==> src/rtl/spdif_channel_status_controller.sv <==
// S/PDIF consumer channel-status scheduler (clk128 domain).
// Follows the encoder's sub_frame_number, emits the channel-status (C) bit for
// each subframe, double-buffers configuration so it only changes on a block
// boundary, counts blocks and flags subframe sequence discontinuities.
//
// Configuration handshake: a transfer happens on any rising clk128 edge where
// cfg_valid && cfg_ready. The offered fields are then held in a pending buffer
// and cfg_ready stays low until that buffer is applied at the next block start.
// Offers made while cfg_ready is low are ignored. cfg_valid may drop at any time.
module spdif_channel_status_controller #(
  parameter bit         ENABLE_CH_NUM       = 1'b1,
  parameter logic [3:0] DEFAULT_SAMPLE_RATE = 4'b0000,
  parameter logic [3:0] DEFAULT_WORD_LENGTH = 4'b1011,
  parameter logic       DEFAULT_COPY_PERMIT = 1'b1
) (
  input  logic        clk128,
  input  logic        reset,
  input  logic [8:0]  sub_frame_number,
  input  logic        cfg_valid,
  output logic        cfg_ready,
  input  logic        cfg_copy_permit,
  input  logic        cfg_pre_emphasis,
  input  logic [7:0]  cfg_category,
  input  logic [3:0]  cfg_sample_rate,
  input  logic [3:0]  cfg_word_length,
  output logic        control_bit,
  output logic        block_start,
  output logic        cfg_applied,
  output logic [15:0] block_count,
  output logic        seq_error
);

  typedef struct packed {
    logic       copy_permit;
    logic       pre_emphasis;
    logic [7:0] category;
    logic [3:0] sample_rate;
    logic [3:0] word_length;
  } cs_cfg_t;

  localparam logic [8:0] LAST_SFN = 9'd383;

  localparam cs_cfg_t DEFAULT_CFG = '{
    copy_permit:  DEFAULT_COPY_PERMIT,
    pre_emphasis: 1'b0,
    category:     8'h00,
    sample_rate:  DEFAULT_SAMPLE_RATE,
    word_length:  DEFAULT_WORD_LENGTH
  };

  logic [8:0] prev_sfn;
  cs_cfg_t    active_cfg;
  cs_cfg_t    pending_cfg;
  logic       pending_valid;

  logic       new_sf;
  logic       sfn_in_range;
  logic [8:0] expected_sfn;
  logic       at_block_start;
  logic       do_apply;
  logic       cfg_take;
  cs_cfg_t    bit_cfg;
  cs_cfg_t    offered_cfg;
  logic [7:0] cs_index;
  logic [3:0] ch_num;
  logic       next_bit;

  // The pending buffer is the only thing holding the handshake closed.
  assign cfg_ready = ~pending_valid;
  assign cfg_take  = cfg_valid & cfg_ready;

  assign new_sf         = (prev_sfn != sub_frame_number);
  assign sfn_in_range   = (sub_frame_number <= LAST_SFN);
  assign expected_sfn   = (prev_sfn >= LAST_SFN) ? 9'd0 : prev_sfn + 9'd1;
  assign at_block_start = new_sf && (sub_frame_number == 9'd0);
  // A transfer in the same cycle as a block start only lands in pending,
  // because pending_valid is still low here.
  assign do_apply       = at_block_start && pending_valid;
  // Subframe 0 of a block that applies new config must already use it.
  assign bit_cfg        = do_apply ? pending_cfg : active_cfg;

  assign offered_cfg = '{
    copy_permit:  cfg_copy_permit,
    pre_emphasis: cfg_pre_emphasis,
    category:     cfg_category,
    sample_rate:  cfg_sample_rate,
    word_length:  cfg_word_length
  };

  // Channel-status bit lookup for the incoming subframe (LSB-first fields).
  always_comb begin
    next_bit = 1'b0;
    cs_index = sub_frame_number[8:1];
    ch_num   = sub_frame_number[0] ? 4'b0010 : 4'b0001;
    if (sfn_in_range) begin
      if (cs_index == 8'd2) begin
        next_bit = bit_cfg.copy_permit;
      end else if (cs_index == 8'd3) begin
        next_bit = bit_cfg.pre_emphasis;
      end else if (cs_index >= 8'd8 && cs_index <= 8'd15) begin
        next_bit = bit_cfg.category[cs_index[2:0]];
      end else if (cs_index >= 8'd20 && cs_index <= 8'd23) begin
        next_bit = ENABLE_CH_NUM ? ch_num[cs_index[1:0]] : 1'b0;
      end else if (cs_index >= 8'd24 && cs_index <= 8'd27) begin
        next_bit = bit_cfg.sample_rate[cs_index[1:0]];
      end else if (cs_index >= 8'd32 && cs_index <= 8'd35) begin
        next_bit = bit_cfg.word_length[cs_index[1:0]];
      end
    end
  end

  // Subframe tracking: change detection, block counting, sticky discontinuity flag.
  always_ff @(posedge clk128 or posedge reset) begin
    if (reset) begin
      prev_sfn    <= LAST_SFN;
      block_start <= 1'b0;
      block_count <= 16'd0;
      seq_error   <= 1'b0;
    end else begin
      block_start <= at_block_start;
      if (new_sf) begin
        prev_sfn <= sub_frame_number;
        if (!sfn_in_range || sub_frame_number != expected_sfn) begin
          seq_error <= 1'b1;
        end
      end
      if (at_block_start) begin
        block_count <= block_count + 16'd1;
      end
    end
  end

  // Configuration double buffer: capture on handshake, apply at block start.
  always_ff @(posedge clk128 or posedge reset) begin
    if (reset) begin
      active_cfg    <= DEFAULT_CFG;
      pending_cfg   <= DEFAULT_CFG;
      pending_valid <= 1'b0;
      cfg_applied   <= 1'b0;
    end else begin
      cfg_applied <= do_apply;
      if (do_apply) begin
        active_cfg    <= pending_cfg;
        pending_valid <= 1'b0;
      end else if (cfg_take) begin
        pending_cfg   <= offered_cfg;
        pending_valid <= 1'b1;
      end
    end
  end

  // C bit register: refreshed once per new subframe, held otherwise.
  always_ff @(posedge clk128 or posedge reset) begin
    if (reset) begin
      control_bit <= 1'b0;
    end else if (new_sf) begin
      control_bit <= next_bit;
    end
  end

endmodule

==> config.mk <==
export PLATFORM = sky130hd
export DESIGN_NAME = spdif_channel_status_controller
export DESIGN_NICKNAME = d
export VERILOG_FILES = /design/src/rtl/spdif_channel_status_controller.sv
export SDC_FILE = /design/constraint.sdc
export NUM_CORES = 1
export LEC_CHECK = 0
export ABC_AREA = 1
export CORE_AREA = 5 5 88 90
export CTS_BUF_LIST = sky130_fd_sc_hd__clkbuf_8
export CTS_CLUSTER_DIAMETER = 30
export DETAILED_ROUTE_END_ITERATION = 6
export DIE_AREA = 0 0 93 95
export PLACE_DENSITY = 0.81
export SETUP_SLACK_MARGIN = 0.2
export SYNTH_ARGS = -nofsm -noshare
export SYNTH_HDL_FRONTEND = slang
export SYNTH_SLANG_ARGS = --single-unit
export TNS_END_PERCENT = 50
==> constraint.sdc <==
create_clock -name clk128 -period 6.81 [get_ports clk128]
set_clock_uncertainty 0.05 [all_clocks]
set_input_delay 1.362 -clock clk128 [delete_from_list [all_inputs] [get_ports clk128]]
set_output_delay 1.362 -clock clk128 [all_outputs]
set_load 0.05 [all_outputs]
==> flow_metrics.env <==
export IMPL_powerDensity_mw_per_mm2=205
export IMPL_max_slew_worst_pin_slew_ns=0.805
export IMPL_dr_max_layer_used="met4"
export IMPL_synth_edf_count=0
export IMPL_power_switching_uw=196
export IMPL_die_h_um=95
export IMPL_maxCapViolations=0
export IMPL_ant_nets=0
export IMPL_clockRootBuffer="clkbuf_8"
export IMPL_netSwitchingFraction=0.235
export IMPL_holdBufCountCts=0
export IMPL_grt_pass1_wl_um=12400
export IMPL_overflow=0
export IMPL_drive_gt1_frac=0.153
export IMPL_cp_end_kind="register"
export IMPL_start_util=0.481
export IMPL_timing_rr_end="control_bit"
export IMPL_vias=2675
export IMPL_io_pins=51
export IMPL_cp_start_kind="primary input"
export IMPL_gp_congestion=0.900
export IMPL_power_share_sequential=0.508
export IMPL_p_int_uw=637
export IMPL_first_iter_violations=165
export IMPL_ys_seq_elements=66
export IMPL_wl_met1_um=3110
export IMPL_outcome="completed"
export IMPL_ys_seq_area_frac=0.498
export IMPL_clkLatencyLatePin_ns=0.34
export IMPL_finalSetupViolations=0
export IMPL_ctsLongestPathBuffers=2
export IMPL_cp_max_fo=20
export IMPL_grt_pass1_vias=2801
export IMPL_placementRows=31
export IMPL_via_per_inst=5.15
export IMPL_grt_max_degree=67
export IMPL_ir_worst_vdd_mv=0.123
export IMPL_reg2reg_depth=21
export IMPL_syn_num_nets=423
export IMPL_cts_setup_buffers=0
export IMPL_pwr_share_clk=0.389
export IMPL_worstReg2RegStart="prev_sfn[8]"
export IMPL_synthCells=389
export IMPL_ys_warn_count=0
export IMPL_worstHoldStart="active_cfg[2]"
export IMPL_coreArea_mm2=0.00698
export IMPL_crit_arrival_ns=4.20
export IMPL_p_leak_nw=2.05
export IMPL_min_to="active_cfg[2]"
export IMPL_dieArea_mm2=0.00884
export IMPL_synth_top_area_share=0.373
export IMPL_met3_length_um=379
export IMPL_yosysTopAreaCell="dfrtp_1"
export IMPL_numPortBuffers=50
export IMPL_fin_crit_sh=0.590
export IMPL_min_delay_path_depth=2
export IMPL_comb_power_share=0.103
export IMPL_wirelength_um=7080
export IMPL_n_antenna_cell=0
export IMPL_nets=466
export IMPL_cts_buffers=9
export IMPL_critPathKind="in2reg"
export IMPL_ys_flop_type="dfrtp_1"
export IMPL_drc_errors=0
export IMPL_syn_to_final_growth_pct=21.4
export IMPL_critical_path_required_ns=6.99
export IMPL_dp_hpwl_um=5140
export IMPL_track_usage=0.178
export IMPL_yosysUniqueCellTypes=31
export IMPL_fin_tns_setup_ns=0
export IMPL_rrSetupSlack_ns=4.13
export IMPL_syn_area_mm2=0.00336
export IMPL_rsz0062_at_grt="false"
export IMPL_cts_tree="done"
export IMPL_post_cts_resized=0
export IMPL_period_needed_ns=4.02
export IMPL_synth_area_top_cells="dfrtp_1 37%, dfstp_2 13%, nand2_1 11%, mux2_2 6.0%, nand3_1 5.1%"
export IMPL_wl_per_cell_um=13.6
export IMPL_drv_slew=0
export IMPL_antenna_found_initial=0
export IMPL_relSlewSlack=0.463
export IMPL_numClockSinks=66
export IMPL_fmax_mhz=249
export IMPL_drtPass1Iterations=4
export IMPL_hold_viol=0
export IMPL_power_total_uw=834
export IMPL_ys_async_sr_fraction=1.00
export IMPL_cts_htree_levels=3
export IMPL_dr_wl_met2_um=3520
export IMPL_path_clk_slew_ns=0.07
export IMPL_die_x_um=93
export IMPL_avgSynthCellArea_um2=8.63
export IMPL_min_path_type="reg2reg"
-- routing by layer --
metal / vias up / GRT usage
met4: 0 / 0.0733
met5: - / 0
met3: 10 / 0.0550
met2: 62 / 0.294
li1: 1332 / -
met1: 1271 / 0.218
-- flip-flops by register name (all words and copies together), names as in the netlist --
name	count
block_count	16
cfg_applied	1
active_cfg	18
seq_error	1
prev_sfn	9
control_bit	1
pending_cfg	18
pending_valid	1
block_start	1
-- critical path, cell delays in order --
cell and delay [ns]:
clkdlybuf4s50_1 0.56, inv_2 0.14, ha_1 0.14, nand3_1 0.11
nor3_4 0.53, nand3_2 0.45, nand2_1 0.19, nand2_1 0.09
nor2_1 0.10, nor2_1 0.06, nand2_1 0.06, nand3_1 0.07
nand2_1 0.05, nand3_1 0.06, nand2_1 0.06, nand2_1 0.05
nand2_1 0.06, nand2_1 0.05
-- how the worst max path moves through the flow --
stage	startpoint	to
global placement	sub_frame_number[0]	control_bit
detailed placement	sub_frame_number[1]	control_bit
floorplan	sub_frame_number[0]	block_count[14]
finish	sub_frame_number[1]	control_bit
global route	sub_frame_number[1]	control_bit
CTS	sub_frame_number[1]	control_bit
-- cells in the mapped netlist (2+ instances only) --
cell type / n
nor4_1: 2
inv_1: 34
o21ai_0: 12
xnor2_1: 5
dfrtp_1: 50
inv_2: 9
nand4_1: 18
nor3_1: 9
nand2_1: 102
ha_1: 4
buf_2: 6
dfstp_2: 16
nand3_1: 34
nand2_2: 4
mux2_2: 18
nor2_1: 24
clkbuf_1: 11
xor2_1: 16
or2_2: 2
o21ai_1: 2
-- kinds of logic (layout without fill, tap and decap cells) --
family | after synthesis | after routing | synth area share
AO/OA/AOI/OAI | 17 | 17 | 0.0268
adder cells (fa/ha/maj) | 4 | 4 | 0.0149
buffers and inverters | 63 | 111 | 0.0760
XOR/XNOR | 21 | 21 | 0.0548
flip-flops | 66 | 66 | 0.498
multiplexers | 18 | 18 | 0.0604
AND/OR/NAND/NOR | 200 | 200 | 0.269
-- power groups by stage --
stage	registers [mW]	clock network, mW	logic (mW)
floorplan	0.430	0	0.0530
global placement	0.430	0	0.0839
detailed placement	0.430	0	0.0864
CTS	0.424	0.333	0.0868
global route	0.426	0.350	0.0971
finish	0.424	0.325	0.0855
-- cell usage in the layout, fill, tap and decap left out, types with 4 or more instances in the layout --
| cell | instances |
|---|---|
| mux2_2 | 18 |
| xnor2_1 | 5 |
| dfstp_2 | 16 |
| nor2_1 | 24 |
| dfrtp_1 | 50 |
| clkbuf_8 | 11 |
| inv_1 | 36 |
| nor3_1 | 9 |
| ha_1 | 4 |
| nand4_1 | 18 |
| nand3_1 | 34 |
| clkdlybuf4s50_1 | 50 |
| nand2_2 | 4 |
| inv_2 | 10 |
| nand2_1 | 102 |
| o21ai_0 | 12 |
| xor2_1 | 16 |
-- final cells by class --
class	instances	area (um^2)
timing repair buffer	51	508
sequential	66	1670
inverter	44	165
clock buffer	11	151
clock inverter	5	46.3
fill	602	2910
tap	82	103
multi-input combinational	260	1430
-- through the flow --
stage | hold WS (ns) | setup WS [ns] | std cells | util | cell area (um^2)
2_1_floorplan | 0.387 | 3.73 | 389 | - | 3360
3_3_place_gp | 0.398 | 2.58 | 503 | 0.555 | 3880
3_5_place_dp | 0.405 | 2.45 | 503 | 0.555 | 3880
4_1_cts | 0.421 | 2.80 | 519 | 0.584 | 4080
5_1_grt | 0.437 | 2.41 | 519 | 0.584 | 4080
6_report | 0.416 | 2.79 | 519 | 0.584 | 4080
Note: power is estimated with default switching activity, not from simulation.
